[config.mk]
export PLATFORM = sky130hd
export DESIGN_NAME = ysyx_23060332_lsu
export DESIGN_NICKNAME = d
export VERILOG_FILES = /design/src/rtl/ysyx_23060332_lsu_pkg.sv /design/src/rtl/ysyx_23060332_lsu_align.sv /design/src/rtl/ysyx_23060332_lsu.sv
export SDC_FILE = /design/constraint.sdc
export NUM_CORES = 1
export LEC_CHECK = 0
export CORE_MARGIN = 2
export CORE_UTILIZATION = 45
export DETAILED_ROUTE_END_ITERATION = 12
export HOLD_SLACK_MARGIN = 0.05
export PLACE_DENSITY = 0.91
export SLEW_MARGIN = 40
export SYNTH_ARGS = -nofsm -noshare
export SYNTH_HDL_FRONTEND = slang
export SYNTH_SLANG_ARGS = --single-unit
export TNS_END_PERCENT = 20
[constraint.sdc]
create_clock -name clk -period 3 [get_ports clk]
set_clock_uncertainty 0.1 [all_clocks]
set_input_delay 0.75 -clock clk [delete_from_list [all_inputs] [get_ports clk]]
set_output_delay 0.75 -clock clk [all_outputs]
set_load 0.005 [all_outputs]
[src/rtl/ysyx_23060332_lsu_pkg.sv]
// Shared definitions for the load/store unit and the physical-memory block:
// bus widths, legal address window, funct3 encodings and FSM states.
package ysyx_23060332_lsu_pkg;

  localparam int MEM_ADDR_W = 32;
  localparam int MEM_DATA_W = 32;

  localparam logic [MEM_ADDR_W-1:0] MEM_BASE_DEF  = 32'h8000_0000;
  localparam logic [MEM_ADDR_W-1:0] MEM_LIMIT_DEF = 32'h87ff_ffff;

  localparam logic [2:0] LSU_B  = 3'b000;
  localparam logic [2:0] LSU_H  = 3'b001;
  localparam logic [2:0] LSU_W  = 3'b010;
  localparam logic [2:0] LSU_BU = 3'b100;
  localparam logic [2:0] LSU_HU = 3'b101;

  typedef enum logic [1:0] {
    ST_IDLE,
    ST_ACCESS,
    ST_WAIT,
    ST_RESP
  } lsu_state_e;

  function automatic logic [MEM_ADDR_W-1:0] word_addr(input logic [MEM_ADDR_W-1:0] a);
    return {a[MEM_ADDR_W-1:2], 2'b00};
  endfunction

endpackage

[src/rtl/ysyx_23060332_lsu_align.sv]
// Byte-lane steering: store data/mask placement and load extraction with
// sign/zero extension. Purely combinational.
module ysyx_23060332_lsu_align
  import ysyx_23060332_lsu_pkg::*;
(
  input  logic [1:0]            st_size,
  input  logic [1:0]            st_off,
  input  logic [MEM_DATA_W-1:0] st_wdata,
  output logic [MEM_DATA_W-1:0] st_data,
  output logic [7:0]            st_mask,
  input  logic [2:0]            ld_funct3,
  input  logic [1:0]            ld_off,
  input  logic [MEM_DATA_W-1:0] ld_word,
  output logic [MEM_DATA_W-1:0] ld_data
);

  logic        [3:0]            lane_mask;
  logic        [MEM_DATA_W-1:0] ld_shift;
  logic signed [7:0]            ld_byte;
  logic signed [15:0]           ld_half;

  always_comb begin
    lane_mask = 4'b0000;
    case (st_size)
      2'b00:   lane_mask = 4'b0001 << st_off;
      2'b01:   lane_mask = 4'b0011 << st_off;
      default: lane_mask = 4'b1111;
    endcase
  end

  assign st_mask  = {4'b0000, lane_mask};
  assign st_data  = st_wdata << {st_off, 3'b000};

  assign ld_shift = ld_word >> {ld_off, 3'b000};
  assign ld_byte  = ld_shift[7:0];
  assign ld_half  = ld_shift[15:0];

  // Size casts of the signed slices replicate their top bit.
  always_comb begin
    ld_data = ld_shift;
    case (ld_funct3)
      LSU_B:   ld_data = MEM_DATA_W'(ld_byte);
      LSU_BU:  ld_data = {{(MEM_DATA_W-8){1'b0}}, ld_shift[7:0]};
      LSU_H:   ld_data = MEM_DATA_W'(ld_half);
      LSU_HU:  ld_data = {{(MEM_DATA_W-16){1'b0}}, ld_shift[15:0]};
      default: ld_data = ld_shift;
    endcase
  end

endmodule

[src/rtl/ysyx_23060332_lsu.sv]
// Load/store unit: EXU handshake in, registered word-aligned memory port with
// a fixed SRAM latency, extended result back to WBU.
module ysyx_23060332_lsu
  import ysyx_23060332_lsu_pkg::*;
#(
  parameter int          LATENCY   = 1,
  parameter logic [31:0] MEM_BASE  = MEM_BASE_DEF,
  parameter logic [31:0] MEM_LIMIT = MEM_LIMIT_DEF
) (
  input  logic                  clk,
  input  logic                  rst_n,
  input  logic                  in_valid,
  output logic                  in_ready,
  input  logic                  in_ren,
  input  logic                  in_wen,
  input  logic [2:0]            in_funct3,
  input  logic [MEM_ADDR_W-1:0] in_addr,
  input  logic [MEM_DATA_W-1:0] in_wdata,
  input  logic [4:0]            in_rd,
  output logic                  out_valid,
  input  logic                  out_ready,
  output logic [MEM_DATA_W-1:0] out_rdata,
  output logic [4:0]            out_rd,
  output logic                  out_err,
  output logic                  mem_ren,
  output logic [MEM_ADDR_W-1:0] mem_raddr,
  input  logic [MEM_DATA_W-1:0] mem_rdata,
  output logic                  mem_wen,
  output logic [MEM_ADDR_W-1:0] mem_waddr,
  output logic [MEM_DATA_W-1:0] mem_wdata,
  output logic [7:0]            mem_wmask
);

  localparam int CNT_W = $clog2(LATENCY + 2);
  localparam logic [CNT_W-1:0] CNT_LAST = CNT_W'((LATENCY > 0) ? LATENCY - 1 : 0);

  lsu_state_e             state;
  logic [CNT_W-1:0]       cnt;
  logic [1:0]             off_r;
  logic [2:0]             funct3_r;
  logic                   ren_r;

  logic                   acc_op, in_range, mis_align, bad_funct3, acc_err;
  logic [MEM_DATA_W-1:0]  st_data, ld_data, resp_data;
  logic [7:0]             st_mask;

  assign in_ready   = (state == ST_IDLE);

  // Every error is decided from the request itself, so nothing faulty reaches memory.
  assign acc_op     = in_ren | in_wen;
  assign in_range   = (in_addr >= MEM_BASE) && (in_addr <= MEM_LIMIT);
  assign mis_align  = ((in_funct3 == LSU_H || in_funct3 == LSU_HU) && in_addr[0]) ||
                      ((in_funct3 == LSU_W) && (in_addr[1:0] != 2'b00));
  assign bad_funct3 = in_wen ? in_funct3[2]
                             : ((in_funct3 == 3'b011) || (in_funct3[2:1] == 2'b11));
  assign acc_err    = acc_op && (!in_range || mis_align || bad_funct3 || (in_ren && in_wen));

  ysyx_23060332_lsu_align u_align (
    .st_size   (in_funct3[1:0]),
    .st_off    (in_addr[1:0]),
    .st_wdata  (in_wdata),
    .st_data   (st_data),
    .st_mask   (st_mask),
    .ld_funct3 (funct3_r),
    .ld_off    (off_r),
    .ld_word   (mem_rdata),
    .ld_data   (ld_data)
  );

  assign resp_data = ren_r ? ld_data : '0;

  always_ff @(posedge clk or negedge rst_n) begin
    if (!rst_n) begin
      state     <= ST_IDLE;
      cnt       <= '0;
      off_r     <= '0;
      funct3_r  <= '0;
      ren_r     <= 1'b0;
      out_valid <= 1'b0;
      out_err   <= 1'b0;
      out_rdata <= '0;
      out_rd    <= '0;
      mem_ren   <= 1'b0;
      mem_raddr <= '0;
      mem_wen   <= 1'b0;
      mem_waddr <= '0;
      mem_wdata <= '0;
      mem_wmask <= '0;
    end else begin
      mem_wen <= 1'b0;
      case (state)
        ST_IDLE: begin
          if (in_valid) begin
            off_r    <= in_addr[1:0];
            funct3_r <= in_funct3;
            ren_r    <= in_ren;
            out_rd   <= in_rd;
            out_err  <= acc_err;
            if (acc_err || !acc_op) begin
              out_rdata <= '0;
              out_valid <= 1'b1;
              state     <= ST_RESP;
            end else begin
              state <= ST_ACCESS;
              if (in_ren) begin
                mem_ren   <= 1'b1;
                mem_raddr <= word_addr(in_addr);
              end else begin
                mem_wen   <= 1'b1;
                mem_waddr <= word_addr(in_addr);
                mem_wdata <= st_data;
                mem_wmask <= st_mask;
              end
            end
          end
        end
        ST_ACCESS: begin
          if (LATENCY == 0) begin
            mem_ren   <= 1'b0;
            out_rdata <= resp_data;
            out_valid <= 1'b1;
            state     <= ST_RESP;
          end else begin
            cnt   <= '0;
            state <= ST_WAIT;
          end
        end
        ST_WAIT: begin
          if (cnt == CNT_LAST) begin
            mem_ren   <= 1'b0;
            out_rdata <= resp_data;
            out_valid <= 1'b1;
            state     <= ST_RESP;
          end else begin
            cnt <= cnt + 1'b1;
          end
        end
        ST_RESP: begin
          if (out_ready) begin
            out_valid <= 1'b0;
            state     <= ST_IDLE;
          end
        end
        default: state <= ST_IDLE;
      endcase
    end
  end

endmodule

* Yosys cells after proc, flatten, opt, wreduce, memory -nomap -nowiden
Index checks and enable logic that the tools add are counted.
** Word-level totals
- Register bits :: 147
- Bits of input ports :: 110
- Output and inout port bits :: 146
- Logic and storage cells :: 103
** Operators by class
- Add/subtract/negate cells :: 1
- $lt $le $gt $ge :: 2
- Eq/ne operators :: 19
- Shift operators :: 4
- Muxes and demuxes :: 29
- Bitwise logic cells :: 3
- Reductions and logical operators :: 30
** Operator list (number)
- 32-bit 2-to-1 mux :: 4
- 32-bit one-hot mux with 4 select lines :: 1
- 32-bit one-hot mux with 2 select lines :: 1
- 32-bit >= comparator (second input constant) :: 1
- 32-bit less-or-equal comparator (second input constant) :: 1
- 32-bit by 5-bit << shifter with 32-bit output :: 1
- 32-bit by 5-bit >> shifter with 32-bit output :: 1
- 1-bit 2-to-1 mux :: 13
- 4-bit AND reduction :: 3
- 2-bit 2-to-1 mux :: 5
- 2-bit != test (second input constant) :: 5
- 5-bit AND reduction :: 2
- 3-bit == test (second input constant) :: 3
- 2-bit one-hot mux with 4 select lines :: 1
- 4-bit one-hot mux with 2 select lines :: 1
- 1-bit logical OR :: 7
- 2-bit == test (second input constant) :: 3
- 3-bit by 1-bit == test with 1-bit output (second input constant) :: 2
- 3-bit by 2-bit == test with 1-bit output (second input constant) :: 2
- 2-bit logical NOT :: 3
- 2-bit nonzero test :: 3
- 1-bit logical AND :: 5
- 2-bit by 1-bit == test with 1-bit output (second input constant) :: 2
- 2-bit by 1-bit != test with 1-bit output (second input constant) :: 2
- other kinds (13) :: 16

* Longest topological paths before layout
Gate-level depths: netlist of the first run.
- Word-level depth :: 12
- Depth in mapped cells :: 10
- Depth with buffers taken out :: 7

* Hierarchy
Synthesis of the first run repeated with hierarchy kept, for this count alone.
** Unflattened totals
- Cells, all modules :: 627
- Area total of the unflattened synthesis :: 7806.2 um^2
** Modules (own cells, without submodules)
- ysyx_23060332_lsu :: instances 1, cells an instance 411, area an instance 6388.6 um^2, sequential area each 3778.6 um^2
- ysyx_23060332_lsu_align :: instances 1, cells an instance 216, area an instance 1417.6 um^2, sequential area each 0.0 um^2

* Least setup slack after synthesis of the first run
No wires, ideal clock.
- Kind :: input to register
- Start point :: input in_addr[1]
- End point :: register mem_raddr[10]
- Setup time :: 0.125 ns
- Arrival time :: 2.260 ns
- Required time :: 2.775 ns
- Slack :: 0.515 ns
- Stages :: 6
- Buffers on the path :: 1
- Cell sequence :: o21a_1 > o221a_2 > or2_2 > nor3_2 > buf_4 > mux2_2
** Between the ends
- Longest elaborated chain between the ends :: 10
- Elaborated cells between the ends (all ways) :: 14
- Those cells by class :: order compare: 2; bitwise: 1; reduce/logical: 11
** RTL lines
- start: declaration :: RTL line ysyx_23060332_lsu.sv:17 : input logic [MEM_ADDR_W-1:0] in_addr,
- 32-bit >= comparator, or another cell as far along :: RTL line ysyx_23060332_lsu.sv:51 : assign in_range = (in_addr >= MEM_BASE) && (in_addr <= MEM_LIMIT);
- 1-bit logical AND, on equally long branches :: RTL line ysyx_23060332_lsu.sv:51, ysyx_23060332_lsu.sv:53
- 1-bit logical NOT or 1-bit logical OR (tied branches) :: RTL line ysyx_23060332_lsu.sv:56, ysyx_23060332_lsu.sv:52
- 1-bit logical OR (*) (3 in series) :: RTL line ysyx_23060332_lsu.sv:56 : assign acc_err = acc_op && (!in_range || mis_align || bad_funct3 || (in_ren && in_wen));
- 1-bit logical AND (*) :: RTL line ysyx_23060332_lsu.sv:56
- 1-bit logical OR (*) :: RTL line ysyx_23060332_lsu.sv:99 : if (acc_err || !acc_op) begin
- 1-bit NOT (no source line) (*)
- 4-bit AND reduction (no source line) (*)
- end signal: assignment :: RTL line ysyx_23060332_lsu.sv:107 : mem_raddr <= word_addr(in_addr);
- end: declaration :: RTL line ysyx_23060332_lsu.sv:26 : output logic [MEM_ADDR_W-1:0] mem_raddr,
Every way passes the cells marked *; elsewhere a longest branch is shown, timed or not.
A chain may end at the register's enable or synchronous reset.

* Final worst setup path of the first run
- Start point :: input in_funct3[1]
- End point :: register mem_waddr[22]
** Between the ends
- Longest elaborated chain between the ends :: 11
- Elaborated cells between the ends (all ways) :: 18
- Those cells by class :: eq/ne: 5; mux: 1; bitwise: 1; reduce/logical: 11
** RTL lines
- start: declaration :: RTL line ysyx_23060332_lsu.sv:16 : input logic [2:0] in_funct3,
- 3-bit by 1-bit == test with 1-bit output or 3-bit == test (tied branches) :: RTL line ysyx_23060332_lsu.sv:52 : assign mis_align = ((in_funct3 == LSU_H || in_funct3 == LSU_HU) && in_addr[0]) ||
- 1-bit logical OR :: RTL line ysyx_23060332_lsu.sv:52
- 1-bit logical AND :: RTL line ysyx_23060332_lsu.sv:52
- 1-bit logical OR :: RTL line ysyx_23060332_lsu.sv:52
- 1-bit logical OR :: RTL line ysyx_23060332_lsu.sv:56
- 1-bit logical OR (*) (2 in series) :: RTL line ysyx_23060332_lsu.sv:56
- 1-bit logical AND (*) :: RTL line ysyx_23060332_lsu.sv:56
- 1-bit logical OR (*) :: RTL line ysyx_23060332_lsu.sv:99
- 1-bit NOT (no source line) (*)
- 4-bit AND reduction (no source line) (*)
- end signal: assignment :: RTL line ysyx_23060332_lsu.sv:110 : mem_waddr <= word_addr(in_addr);
- end: declaration :: RTL line ysyx_23060332_lsu.sv:29 : output logic [MEM_ADDR_W-1:0] mem_waddr,
Marked as above.

==> results of run 1 <==
==> area by class of cell <==
type | count | area, sq um | area share
sequential | 147 | 3680 | 0.356
clock buffer | 18 | 439 | 0.0425
clock inverter | 14 | 166 | 0.0161
inverter | 18 | 67.6 | 0.00654
timing repair buffer | 277 | 2760 | 0.267
tap | 188 | 235 | 0.0228
multi-input combinational | 404 | 2980 | 0.289
==> cells by family (layout without fill, tap and decap cells) <==
logic type,after synthesis,after routing,share of synthesized area
muxes,120,120,0.190
and+or+nand+nor,129,129,0.0923
DFF,147,147,0.528
adders and majority gates,5,5,0.00898
AOI/OAI and AO/OA,141,141,0.131
other,1,8,0.000538
xor gates and xnor gates,1,1,0.00126
buffers and inverters,70,327,0.0485
==> sequential cells by signal, summed over array words and instances, names as in the netlist, 2 cells and up <==
name,cells
mem_wdata,32
out_rdata,32
mem_raddr,30
mem_waddr,30
out_rd,5
mem_wmask,4
funct3_r,3
cnt,2
off_r,2
state,2
==> worst max-delay path, delay by kind of cell <==
family,cells,cell delay (ns)
buf+inv,3,1.00
compound gates,1,0.20
simple gates,2,0.50
mux,1,0.38
==> cell usage in the layout, fill, tap and decap left out, types with 3 or more instances in the layout <==
cell / Yosys / layout
nand2_1: 13 / 13
o2bb2ai_1: 7 / 7
nand3_1: 11 / 11
inv_1: 18 / 18
mux2_2: 84 / 84
nor2b_1: 28 / 28
conb_1: 1 / 8
buf_12: 0 / 5
a31oi_1: 3 / 3
ha_1: 5 / 5
nor2_1: 53 / 53
clkbuf_16: 0 / 17
inv_8: 0 / 3
dfrtp_1: 147 / 147
o31ai_1: 17 / 17
or2_2: 4 / 4
mux2i_1: 33 / 33
clkdlybuf4s50_1: 0 / 246
a211oi_1: 22 / 22
a22o_1: 8 / 8
a21oi_1: 44 / 44
buf_4: 14 / 25
nor3_1: 9 / 9
o21ai_0: 30 / 30
inv_6: 0 / 5
==> metal layers <==
| layer | routed length, microns | GRT usage | vias up |
|---|---|---|---|
| met2 | 9950 | 0.423 | 263 |
| met1 | 7510 | 0.290 | 2828 |
| met4 | 679 | 0.111 | 0 |
| met3 | 2080 | 0.0998 | 49 |
| met5 | 0 | 0 | - |
| li1 | - | - | 2673 |
==> through the flow <==
stage / cells / TNS, ns / setup WS (ns) / utilization / instance area [sq um]
detailed placement: 1034 / -5.94 / -0.128 / 0.642 / 9730
CTS: 1066 / 0 / 0.321 / 0.682 / 10300
floorplan: 621 / 0 / 0.515 / - / 6990
global placement: 1034 / -1.36 / -0.0534 / 0.642 / 9730
global route: 1066 / 0 / 0.227 / 0.682 / 10300
finish: 1066 / 0 / 0.310 / 0.682 / 10300
==> report_power, final <==
group / switching (mW) / leakage, nW / internal (mW)
combinational: 1.21 / 2.38 / 1.28
clock: 0.901 / 0.294 / 1.28
sequential: 0.234 / 1.97 / 2.30
==> final timing paths <==
path	from	to	slack [ns]	cells after the start
setup / recovery	in_funct3[1]	mem_waddr[22]$_DFFE_PN0P_	0.31	7
hold / removal	rst_n	mem_raddr[30]$_DFFE_PN0P_	0.23	1
setup reg to reg	state[0]$_DFFE_PN0P_	out_rdata[16]$_DFFE_PN0P_	0.63	8
hold reg to reg	mem_raddr[31]$_DFFE_PN0P_	mem_raddr[31]$_DFFE_PN0P_	0.38	1
max in group asynchronous	rst_n	mem_wdata[16]$_DFFE_PN0P_	1.91	2
min in group clk	mem_raddr[31]$_DFFE_PN0P_	mem_raddr[31]$_DFFE_PN0P_	0.38	1
==> impl_metrics.yaml, run 1 <==
yosys:
  ys_top_cells_by_area: "dfrtp_1 (53%), mux2_2 (14%), mux2i_1 (4.7%)"
  yosysSeqAreaShare: 0.528
  synth_top_area_share: 0.528
  synthCells: 614
  ys_top_cells_by_count: "dfrtp_1 (147), mux2_2 (84), nor2_1 (53)"
  syn_area_sq_um: 6970
  ys_seq_elements: 147
  synth.avg_cell_area_sq_um: 11.3
  yosysWarnings: 0
  synth_ff_type: "dfrtp_1"
  ys_types: 46
  async_flop_share: 1.00
  synth_edf_count: 0
  synth_top_cell_by_area: "dfrtp_1"
  synth.most_common_cell: "dfrtp_1"
critical_path:
  worst-path-max-fanout: 50
  critPathLaunchType: "input pin"
  cp_data_required_time_ns: 3.21
  endpoint_kind: "flop"
  worstSetupPathType: "in2reg"
  cp_cell_sequence: "clkdlybuf4s50_1 -> o21ai_0 -> nand4_1 -> buf_4 -> nor4_4 -> buf_12 -> mux2_2"
  slowest_delay_ns: 0.51
  critPathSlowestCell: "clkdlybuf4s50_1"
  arrival_ns: 2.90
drt:
  first_iter_violations: 363
  drc_errors: 0
  drtAntennaViolNets: 0
  wl_mm: 20.2
  vias: 5813
  drt_first_pass_iters: 4
  wl_per_cell_microns: 19.0
  routed_via_density: 5.45
clock_tree:
  cts-resized-gates: 0
  cts_root_buffer: "clkbuf_16"
  post_cts_buffers: 0
  worstSkewPairLatency_ns: 0.42
  numCtsBuffers: 17
  postCtsHoldBufs: 0
  htreeDepth: 4
  cts_tree: "done"
  clkTransAtPathRegs_ns: 0.06
  clockBufferDepth: 2
  clock-sinks: 147
die:
  dieArea_sq_um: 16500
  io_pins: 256
  fp.dieW_microns: 128
  core-area_sq_um: 15100
  rows: 45
  fp.dieH_microns: 128
  start_util: 0.460
grt:
  grt_pass1_vias: 6018
  track_usage: 0.253
  grt_max_degree: 63
  gr-total-overflow: 0
  grt_pass1_wl_mm: 31.8
  antenna_found_initial: 0
timing:
  timing.final.max_slew_violations: 0
  max_freq_ghz: 0.372
  slew_headroom: 0.586
  finalCriticalPeriod_ns: 2.69
  post-route-period-util: 0.897
  rsz0062_at_grt: "no"
  finalHoldViolations: 0
  setup_violations: 0
  holdWs_ns: 0.233
  worstMarginPinSlew_ns: 0.619
min_path:
  min_path_type: "in2async"
placed_design:
  gp_congestion: 0.842
  port_buffers: 247
  dpl.hpwl_mm: 15.0
power_and_ir_drop:
  p_total_mw: 7.20
  p_leak_nw: 4.64
  ir_worst_vdd_mv: 0.417
  power_density_nw_per_um2: 697
layout:
  fin_nets: 980
  area.growth.synth_to_final_pct: 48.3
  antennaDiodeCount: 0
  fillers: 1068
  drive_gt1_frac: 0.181
outcome:
  status: "complete, no violations"
run:
  max-cap-violations: 0
No activity file was read; power rests on OpenSTA's default activity.
==> run 2: changes to the inputs <==
- GPL_TIMING_DRIVEN: not set -> 0
==> impl_metrics.yaml, run 2 (same netlist as run 1, synthesis figures left out) <==
placed_design:
  gp_congestion: 0.896
  port_buffers: 247
  dpl.hpwl_mm: 16.1
  placed_area_sq_um: 9730
critical_path:
  regToRegStartpoint: "state[1]$_DFFE_PN0P_"
  worst-path-max-fanout: 10
  arrival_ns: 3.04
  cp_data_required_time_ns: 3.20
  endpoint_kind: "flop"
  worstSetupPathType: "in2reg"
  setup.worst_path.start: "in_funct3[1]"
  critPathLaunchType: "input pin"
layout:
  fin_nets: 1006
  final_common_cell: "clkdlybuf4s50_1"
  reg.largest.list: "mem_wdata (32), out_rdata (32)"
  fillers: 1103
  seqCellArea_sq_um: 3680
  area.growth.synth_to_final_pct: 48.5
  layout_common_cells: "clkdlybuf4s50_1 (245), dfrtp_1 (147), mux2_2 (84)"
  final_core_utilization: 0.683
  final_area_sq_um: 10300
  multi_input_area_sq_um: 2980
  drive_gt1_frac: 0.177
die:
  io_pins: 256
  start_util: 0.460
  fp.dieW_microns: 128
  core-area_sq_um: 15100
  fp.dieH_microns: 128
  dieArea_sq_um: 16500
  rows: 45
timing:
  post-route-period-util: 0.947
  timing.final.max_slew_violations: 0
  finalCriticalPeriod_ns: 2.84
  slew_headroom: 0.512
  setup_violations: 0
  tns_ns: 0
  worstMarginPinSlew_ns: 0.731
  finalHoldViolations: 0
  max_freq_ghz: 0.352
  rsz0062_at_grt: "no"
drt:
  met3_length_mm: 2.02
  dr_wl_met2_mm: 10.7
  drt_first_pass_iters: 5
  first_iter_violations: 481
  wl_mm: 21.3
  drc_errors: 0
  vias: 5969
  wl_per_cell_microns: 19.5
  drt-met1-wl_mm: 8.07
  top_layer: "met4"
  drtAntennaViolNets: 0
  routed_via_density: 5.46
outcome:
  status: "complete, no violations"
clock_tree:
  clockBufferDepth: 2
  clkTransAtPathRegs_ns: 0.07
  postCtsHoldBufs: 0
  numCtsBuffers: 17
  htreeDepth: 4
  cts_root_buffer: "clkbuf_16"
  worstSkewPairLatency_ns: 0.42
  cts_tree: "done"
  clock-sinks: 147
power_and_ir_drop:
  p_switching_mw: 2.42
  ir_worst_vdd_mv: 0.396
  combPwrFrac: 0.358
  power.internal_mw: 4.70
  p_leak_nw: 4.68
  p_total_mw: 7.12
  clkPwrFrac: 0.291
  p_sw_frac: 0.340
  seqPwrFrac: 0.351
  power_density_nw_per_um2: 688
grt:
  grt_pass1_vias: 6214
  gr-total-overflow: 0
  track_usage: 0.262
  antenna_found_initial: 1
  grt_max_degree: 77
  grt_pass1_wl_mm: 33.2
run:
  max-cap-violations: 0
min_path:
  min_path_type: "in2async"
==> run 2: cell count changes in the layout (fill, tap and decap cells not counted), moves of 2 or more <==
cell       change
clkbuf_1      +18
buf_2         +12
buf_4          -8
buf_1          +7
buf_12         -5
bufinv_16      -2
clkinv_8       +2
==> run 2: worst max-delay path, cell delays in order <==
cell             delay [ns]
clkdlybuf4s50_1        0.52
o21ai_0                0.21
nand4_1                0.26
or2_2                  0.42
nor3_4                 0.26
buf_4                  0.25
mux2_2                 0.36
==> run 2: path summary, 6_finish.rpt <==
kind                                        endpoint  slack [ns]  cells after the start
max in group asynchronous  mem_raddr[17]$_DFFE_PN0P_        1.84                      2
min in group clk           mem_waddr[31]$_DFFE_PN0P_        0.38                      1
min reg2reg                mem_waddr[31]$_DFFE_PN0P_        0.38                      1
max                        mem_raddr[17]$_DFFE_PN0P_        0.16                      7
max reg2reg                mem_wdata[29]$_DFFE_PN0P_        0.19                      8
min                        mem_raddr[30]$_DFFE_PN0P_        0.19                      1
==> run 2: through the flow <==
stage / hold WS, ns / worst slack, ns / instances
2_1_floorplan: 0.354 / 0.515 / 621
3_3_place_gp: 0.353 / -4.83 / 1056
3_5_place_dp: 0.367 / -0.440 / 1057
4_1_cts: 0.199 / 0.000699 / 1089
5_1_grt: 0.212 / 0.00518 / 1093
6_report: 0.187 / 0.160 / 1093
==> run 2: power groups by stage <==
stage,Combinational (mW),Clock [mW],Sequential [mW]
global route,2.78,2.21,2.53
finish,2.55,2.07,2.50
CTS,2.54,2.10,2.50
global placement,2.46,0,2.52
detailed placement,2.53,0,2.53
floorplan,1.36,0,2.52
==> run 2: what timing repair did <==
action                     in CTS  in global routing
buffers inserted                0                  3
setup endpoints to repair       0                 87
resized for setup               0                  2
==> run 2: routing by layer <==
| metal | track usage | vias to the layer above |
|---|---|---|
| met1 | 0.312 | 2900 |
| met3 | 0.0827 | 45 |
| met2 | 0.451 | 302 |
| met4 | 0.0886 | 0 |
| li1 | - | 2722 |
| met5 | 0 | - |
==> run 2: layout make-up <==
class	count	area share
inverter	18	0.00653
timing repair buffer	251	0.245
buffer	52	0.0261
clock inverter	14	0.0134
tap	188	0.0227
clock buffer	18	0.0425
multi-input combinational	404	0.288
sequential	147	0.356
antenna	1	0.000242
==> run 3: changes to the inputs <==
- CORE_UTILIZATION: 45 -> 48
- PLACE_DENSITY: 0.91 -> 0.95
- clock period: 3 -> 3.45 ns (I/O delays scaled with it)
==> impl_metrics.yaml, run 3 (same netlist as run 1, synthesis figures left out) <==
clock_tree:
  postCtsHoldBufs: 0
  cts_tree: "done"
  cts-resized-gates: 0
  clock-sinks: 147
  numCtsBuffers: 17
  post_cts_buffers: 0
  clockBufferDepth: 2
  htreeDepth: 4
  clkTransAtPathRegs_ns: 0.07
  worstSkewPairLatency_ns: 0.42
  cts_root_buffer: "clkbuf_16"
power_and_ir_drop:
  power_density_nw_per_um2: 596
  ir_worst_vdd_mv: 0.327
  p_leak_nw: 4.64
  p_total_mw: 6.14
layout:
  final_common_cell: "clkdlybuf4s50_1"
  reg.largest.list: "mem_wdata (32), out_rdata (32)"
  area.growth.synth_to_final_pct: 48.0
  final_area_sq_um: 10300
  antennaDiodeCount: 0
  layoutNonFillerInstCount: 1086
  fillers: 1002
  drive_gt1_frac: 0.175
  layout_common_cells: "clkdlybuf4s50_1 (246), dfrtp_1 (147), mux2_2 (84)"
  final_core_utilization: 0.718
  fin_nets: 1004
timing:
  slew_headroom: 0.550
  finalHoldViolations: 0
  setup_ws_ns: 0.403
  post-route-period-util: 0.883
  max_freq_ghz: 0.328
  worstMarginPinSlew_ns: 0.674
  tns_ns: 0
  finalCriticalPeriod_ns: 3.05
  rsz0062_at_grt: "no"
  holdWs_ns: 0.174
  timing.final.max_slew_violations: 0
  setup_violations: 0
placed_design:
  dpl.cell_count: 1054
  dpl.hpwl_mm: 15.9
  gp_congestion: 0.954
  post-place-ws_ns: -0.107
  placed_area_sq_um: 9760
  port_buffers: 247
die:
  dieArea_sq_um: 15500
  fp.dieH_microns: 124
  io_pins: 256
  core-area_sq_um: 14400
  start_util: 0.485
  fp.dieW_microns: 124
  rows: 44
critical_path:
  critPathSlowestCell: "clkdlybuf4s50_1"
  arrival_ns: 3.29
  cp_cell_sequence: "clkdlybuf4s50_1 -> o21a_1 -> o221a_2 -> nor4_4 -> buf_2 -> buf_2 -> nor2_1 -> a21oi_1"
  slowest_delay_ns: 0.54
  endpoint_kind: "flop"
  critPathLaunchType: "input pin"
  cp_data_required_time_ns: 3.69
  worst-path-max-fanout: 10
  worstSetupPathType: "in2reg"
  cpMostUsedCell: "buf_2"
grt:
  grt_pass1_vias: 6171
  track_usage: 0.275
  grt_use_met1: 0.326
  gr-total-overflow: 0
  grtUsageMet2: 0.469
  antenna_found_initial: 0
  met3_usage: 0.0881
  top_usage_layer: "met2"
  grt_pass1_wl_mm: 33.6
  grt_max_degree: 70
drt:
  wl_per_cell_microns: 19.5
  drt_first_pass_iters: 5
  first_iter_violations: 271
  drc_errors: 0
  wl_mm: 21.2
  vias: 6036
  routed_via_density: 5.56
  drtAntennaViolNets: 0
run:
  max-cap-violations: 0
min_path:
  min_path_type: "in2async"
outcome:
  status: "complete, no violations"
==> run 3: changes by cell type in the layout (fill, tap and decap cells not counted), sizes merged <==
cell / previous run / this run
buf: 39 / 37
clkdlybuf4s50: 245 / 246
clkinv: 5 / 3
clkinvlp: 1 / 3
diode: 1 / 0
dlymetal6s2s: 1 / 0
==> run 3: final timing paths <==
kind / end / start / slack, ns / cells past startpoint
worst max register to register: mem_wdata[19]$_DFFE_PN0P_ / state[0]$_DFFE_PN0P_ / 0.55 / 9
worst min register to register: mem_waddr[31]$_DFFE_PN0P_ / mem_waddr[31]$_DFFE_PN0P_ / 0.38 / 1
worst max-delay path: mem_wdata[19]$_DFFE_PN0P_ / in_funct3[0] / 0.40 / 8
min in group clk: mem_waddr[31]$_DFFE_PN0P_ / mem_waddr[31]$_DFFE_PN0P_ / 0.38 / 1
max in group asynchronous: mem_wdata[12]$_DFFE_PN0P_ / rst_n / 2.46 / 2
worst min-delay path: mem_raddr[27]$_DFFE_PN0P_ / rst_n / 0.17 / 1
==> run 3: where the power goes <==
| group | internal [mW] | leakage (nW) | switching (mW) |
|---|---|---|---|
| Sequential | 2.00 | 1.97 | 0.173 |
| Clock | 0.959 | 0.268 | 0.785 |
| Combinational | 1.11 | 2.40 | 1.12 |
| Total | 4.07 | 4.64 | 2.07 |
==> run 3: routing by layer <==
metal	part of all wire	vias up	wire, microns
met5	0	-	0
met4	0.027	0	576
met3	0.092	51	1960
met2	0.50	328	10600
met1	0.38	2934	8020
li1	-	2723	-
==> run 3: worst max-delay path: cells and delay by family <==
kind                   cells  cell delay [ns]
AO/OA/AOI/OAI              3             0.67
buffers and inverters      3             1.19
AND/OR/NAND/NOR            2             0.57
==> run 3: layout make-up <==
| class | count | area, sq um | area share |
|---|---|---|---|
| buffer | 52 | 270 | 0.0262 |
| tap | 184 | 230 | 0.0223 |
| inverter | 18 | 67.6 | 0.00655 |
| clock buffer | 18 | 439 | 0.0426 |
| multi-input combinational | 404 | 2980 | 0.289 |
| sequential | 147 | 3680 | 0.357 |
| timing repair buffer | 249 | 2530 | 0.246 |
| clock inverter | 14 | 116 | 0.0113 |
==> RTL edit (config.mk and constraints of run 1) <==
Encoding of `lsu_state_e`: now one-hot (4 bits for 4 states).
--- a/src/rtl/ysyx_23060332_lsu_pkg.sv
+++ b/src/rtl/ysyx_23060332_lsu_pkg.sv
@@ -14,11 +14,11 @@
   localparam logic [2:0] LSU_BU = 3'b100;
   localparam logic [2:0] LSU_HU = 3'b101;
 
-  typedef enum logic [1:0] {
-    ST_IDLE,
-    ST_ACCESS,
-    ST_WAIT,
-    ST_RESP
+  typedef enum logic [3:0] {
+    ST_IDLE   = 4'b0001,
+    ST_ACCESS = 4'b0010,
+    ST_WAIT   = 4'b0100,
+    ST_RESP   = 4'b1000
   } lsu_state_e;
 
   function automatic logic [MEM_ADDR_W-1:0] word_addr(input logic [MEM_ADDR_W-1:0] a);
Behaviour: same outputs for any inputs over 4 cycles, from zero or initial values and one cycle with rst_n low; so few cycles prove little.
==> RTL edit against run 1 <==
Register-to-register slack worse by 190 ps. Sequential power is 2% lower. Cell area up 0.40%. Synthesized area is 0.59% higher. Worst setup slack worse by 100 ps. Final cell count rose by 1.2%. Maximum frequency down 3.6%. Routed wire length is 1.6% lower. Count of clock-buffer cells in the layout increased by 1. Total power down 8.9%. Sequential cell count is 2 higher. Combinational power fell by 30%. Critical endpoint is now in_ready. Largest cell class unchanged.
==> RTL edit: results (changes against run 1) <==
| Metric | Value |
|---|---|
| Status | complete, no violations |
| Num CTS Buffers | 17 (unchanged) |
| Nets@finish | 989 (+0.92%) |
| Post-CTS resize count | 0 (unchanged) |
| GRT Total Usage | 24.5% (-0.87 points) |
| Slowest-stage cell, CP | dfstp_2 |
| Crit path buf inv count | 1 (-2) |
| Routability cong. | 0.900 (+6.9%) |
| Relative slew slack | 53.9% (-4.7 points) |
| Placed wire-length estimate | 14100 um (-5.6%) |
| First-pass GRT wire length | 31300 um (-1.5%) |
| GR Util met2 | 41.0% (-1.3 points) |
| Worst-path clk slew | 60 ps (about the same) |
| Layout cells sized above 1 | 18.5% (+0.41 points) |
| Largest net degree at the start of global routing | 58 (-7.9%) |
| Top cells by count, synth | dfrtp_1, mux2_2, nand2_1 |
| Initial DRC Count | 308 (-15%) |
| Endpoints failing hold | 0 (unchanged) |
| DP Worst Slack | -53.2 ps (+74.7 ps) |
| Initial antenna violation count | 0 (unchanged) |
| Root buffer cell | clkbuf_16 |
| Vias/cell | 5.41 (-0.86%) |
| Worst Setup SP | state[0]$_DFFE_PN1P_ |
| Global Route met1 Usage | 28.9% (-0.060 points) |
| Static leakage | 4.67 nW (+0.48%) |
| Sequential area share after synthesis | 53.2% (+0.42 points) |
| CP delay by family, top | flip-flops |
| Placed Instance Area | 9730 um^2 (about the same) |
| Critical Path Fanout Max | 12 (-76%) |
| Largest registers | mem_wdata x32, out_rdata x32 |
| Worst R2R Setup Slack | 440 ps (-190 ps) |
| Post-synth ARST share | 100% (unchanged) |
| R2R Path Start | state[1]$_DFFE_PN0P_ |
| Vias in the first global route | 5999 (-0.32%) |
| DR vias | 5833 (+0.34%) |
| Drt pass-1 iters | 5 (+1) |
| Synth area leaders | dfrtp_1, mux2_2, mux2i_1, nand2_1, a21oi_1 |
| # diodes | 0 (unchanged) |
| Skew-Pair Late Insertion Delay | 410 ps |
| WL/cell | 18.4 um (-2.8%) |
| H-tree depth | 4 (unchanged) |
| CTS Buffer Depth | 2 (unchanged) |
| Synth Warn # | 0 (unchanged) |
| Worst Setup Slack, final | 209 ps (-101 ps) |
| Critical path data arrival time | 1940 ps (-960 ps) |
| Max IR drop VDD | 0.439 mV (+5.3%) |
| Mean post-synth cell area | 11.2 um^2 (-1.6%) |
| Post-synth cell types | 48 (+4.3%) |
| Slowest stage delay, CP | 640 ps (+130 ps) |
| HP Class | input port to asynchronous set/reset pin |
| Postcts setup bufs | 0 (unchanged) |
| Met3 Usage GRT | 7.90% (-2.1 points) |
| Inst Count DP | 1047 (+1.3%) |
| Input/output buffers | 247 (unchanged) |
==> RTL edit: cell count changes after synthesis, sizes merged, moves of 6 or more <==
cell / run 1 / this run
o31ai: 17 / 2
a31oi: 3 / 18
nand2b: 2 / 8
nor2b: 28 / 15
o2bb2ai: 7 / 1
mux2: 86 / 96
mux2i: 33 / 26
nand2: 13 / 63
a211oi: 22 / 16
a22o: 8 / 0
o21ai: 32 / 16
==> RTL edit: cell type report <==
| type | count | area (um^2) |
|---|---|---|
| Tap cell | 188 | 235 |
| Inverter | 14 | 52.6 |
| Multi-Input combinational cell | 422 | 2980 |
| Fill cell | 1079 | 4830 |
| Clock inverter | 13 | 206 |
| Timing Repair Buffer | 274 | 2730 |
| Sequential cell | 149 | 3730 |
| Clock buffer | 19 | 433 |
==> RTL edit: final timing paths <==
| kind | endpoint | cells past startpoint |
|---|---|---|
| max in group asynchronous | out_rd[2]$_DFFE_PN0P_ | 2 |
| setup reg to reg | out_rdata[21]$_DFFE_PN0P_ | 5 |
| hold reg to reg | mem_waddr[31]$_DFFE_PN0P_ | 1 |
| min in group clk | mem_waddr[31]$_DFFE_PN0P_ | 1 |
| setup / recovery | in_ready | 2 |
| hold / removal | mem_wdata[12]$_DFFE_PN0P_ | 1 |
==> RTL edit: through the flow <==
step / hold WS [ps] / utilization (%)
floorplan: 350 / -
global placement: 350 / 64.0
detailed placement: 360 / 64.0
CTS: 187 / 68.2
global route: 207 / 68.2
finish: 161 / 68.2
==> RTL edit: layer usage <==
metal | wire length (um) | vias to the layer above | share of wire [%]
met4 | 472 | 0 | 2.4
met1 | 7800 | 2840 | 39
met5 | 0 | - | 0
met2 | 9970 | 266 | 50
li1 | - | 2692 | -
met3 | 1660 | 35 | 8.3
==> RTL edit: cells by family after synthesis <==
| family | Yosys count | synth area share, % |
|---|---|---|
| simple gates | 174 | 11.7 |
| flops | 149 | 53.2 |
| mux | 123 | 20.1 |
| compound gates | 116 | 10.1 |
| buf+inv | 64 | 4.73 |
| fa+ha+maj | 1 | 0.179 |
| other cells | 1 | 0.0535 |
==> RTL edit: worst reg2reg max path, stage by stage, from the launching register on <==
cell,delay [ps]
dfrtp_1,530
nor4b_2,540
nand2_1,400
nor2_1,600
nand2_1,130
a31oi_1,190
==> RTL edit: where the power goes <==
part           total [mW]  internal [mW]  switching, mW
Clock                2.31           1.47          0.831
Sequential           2.50           2.27          0.236
Combinational        1.75          0.973          0.774
Total                6.56           4.72           1.84
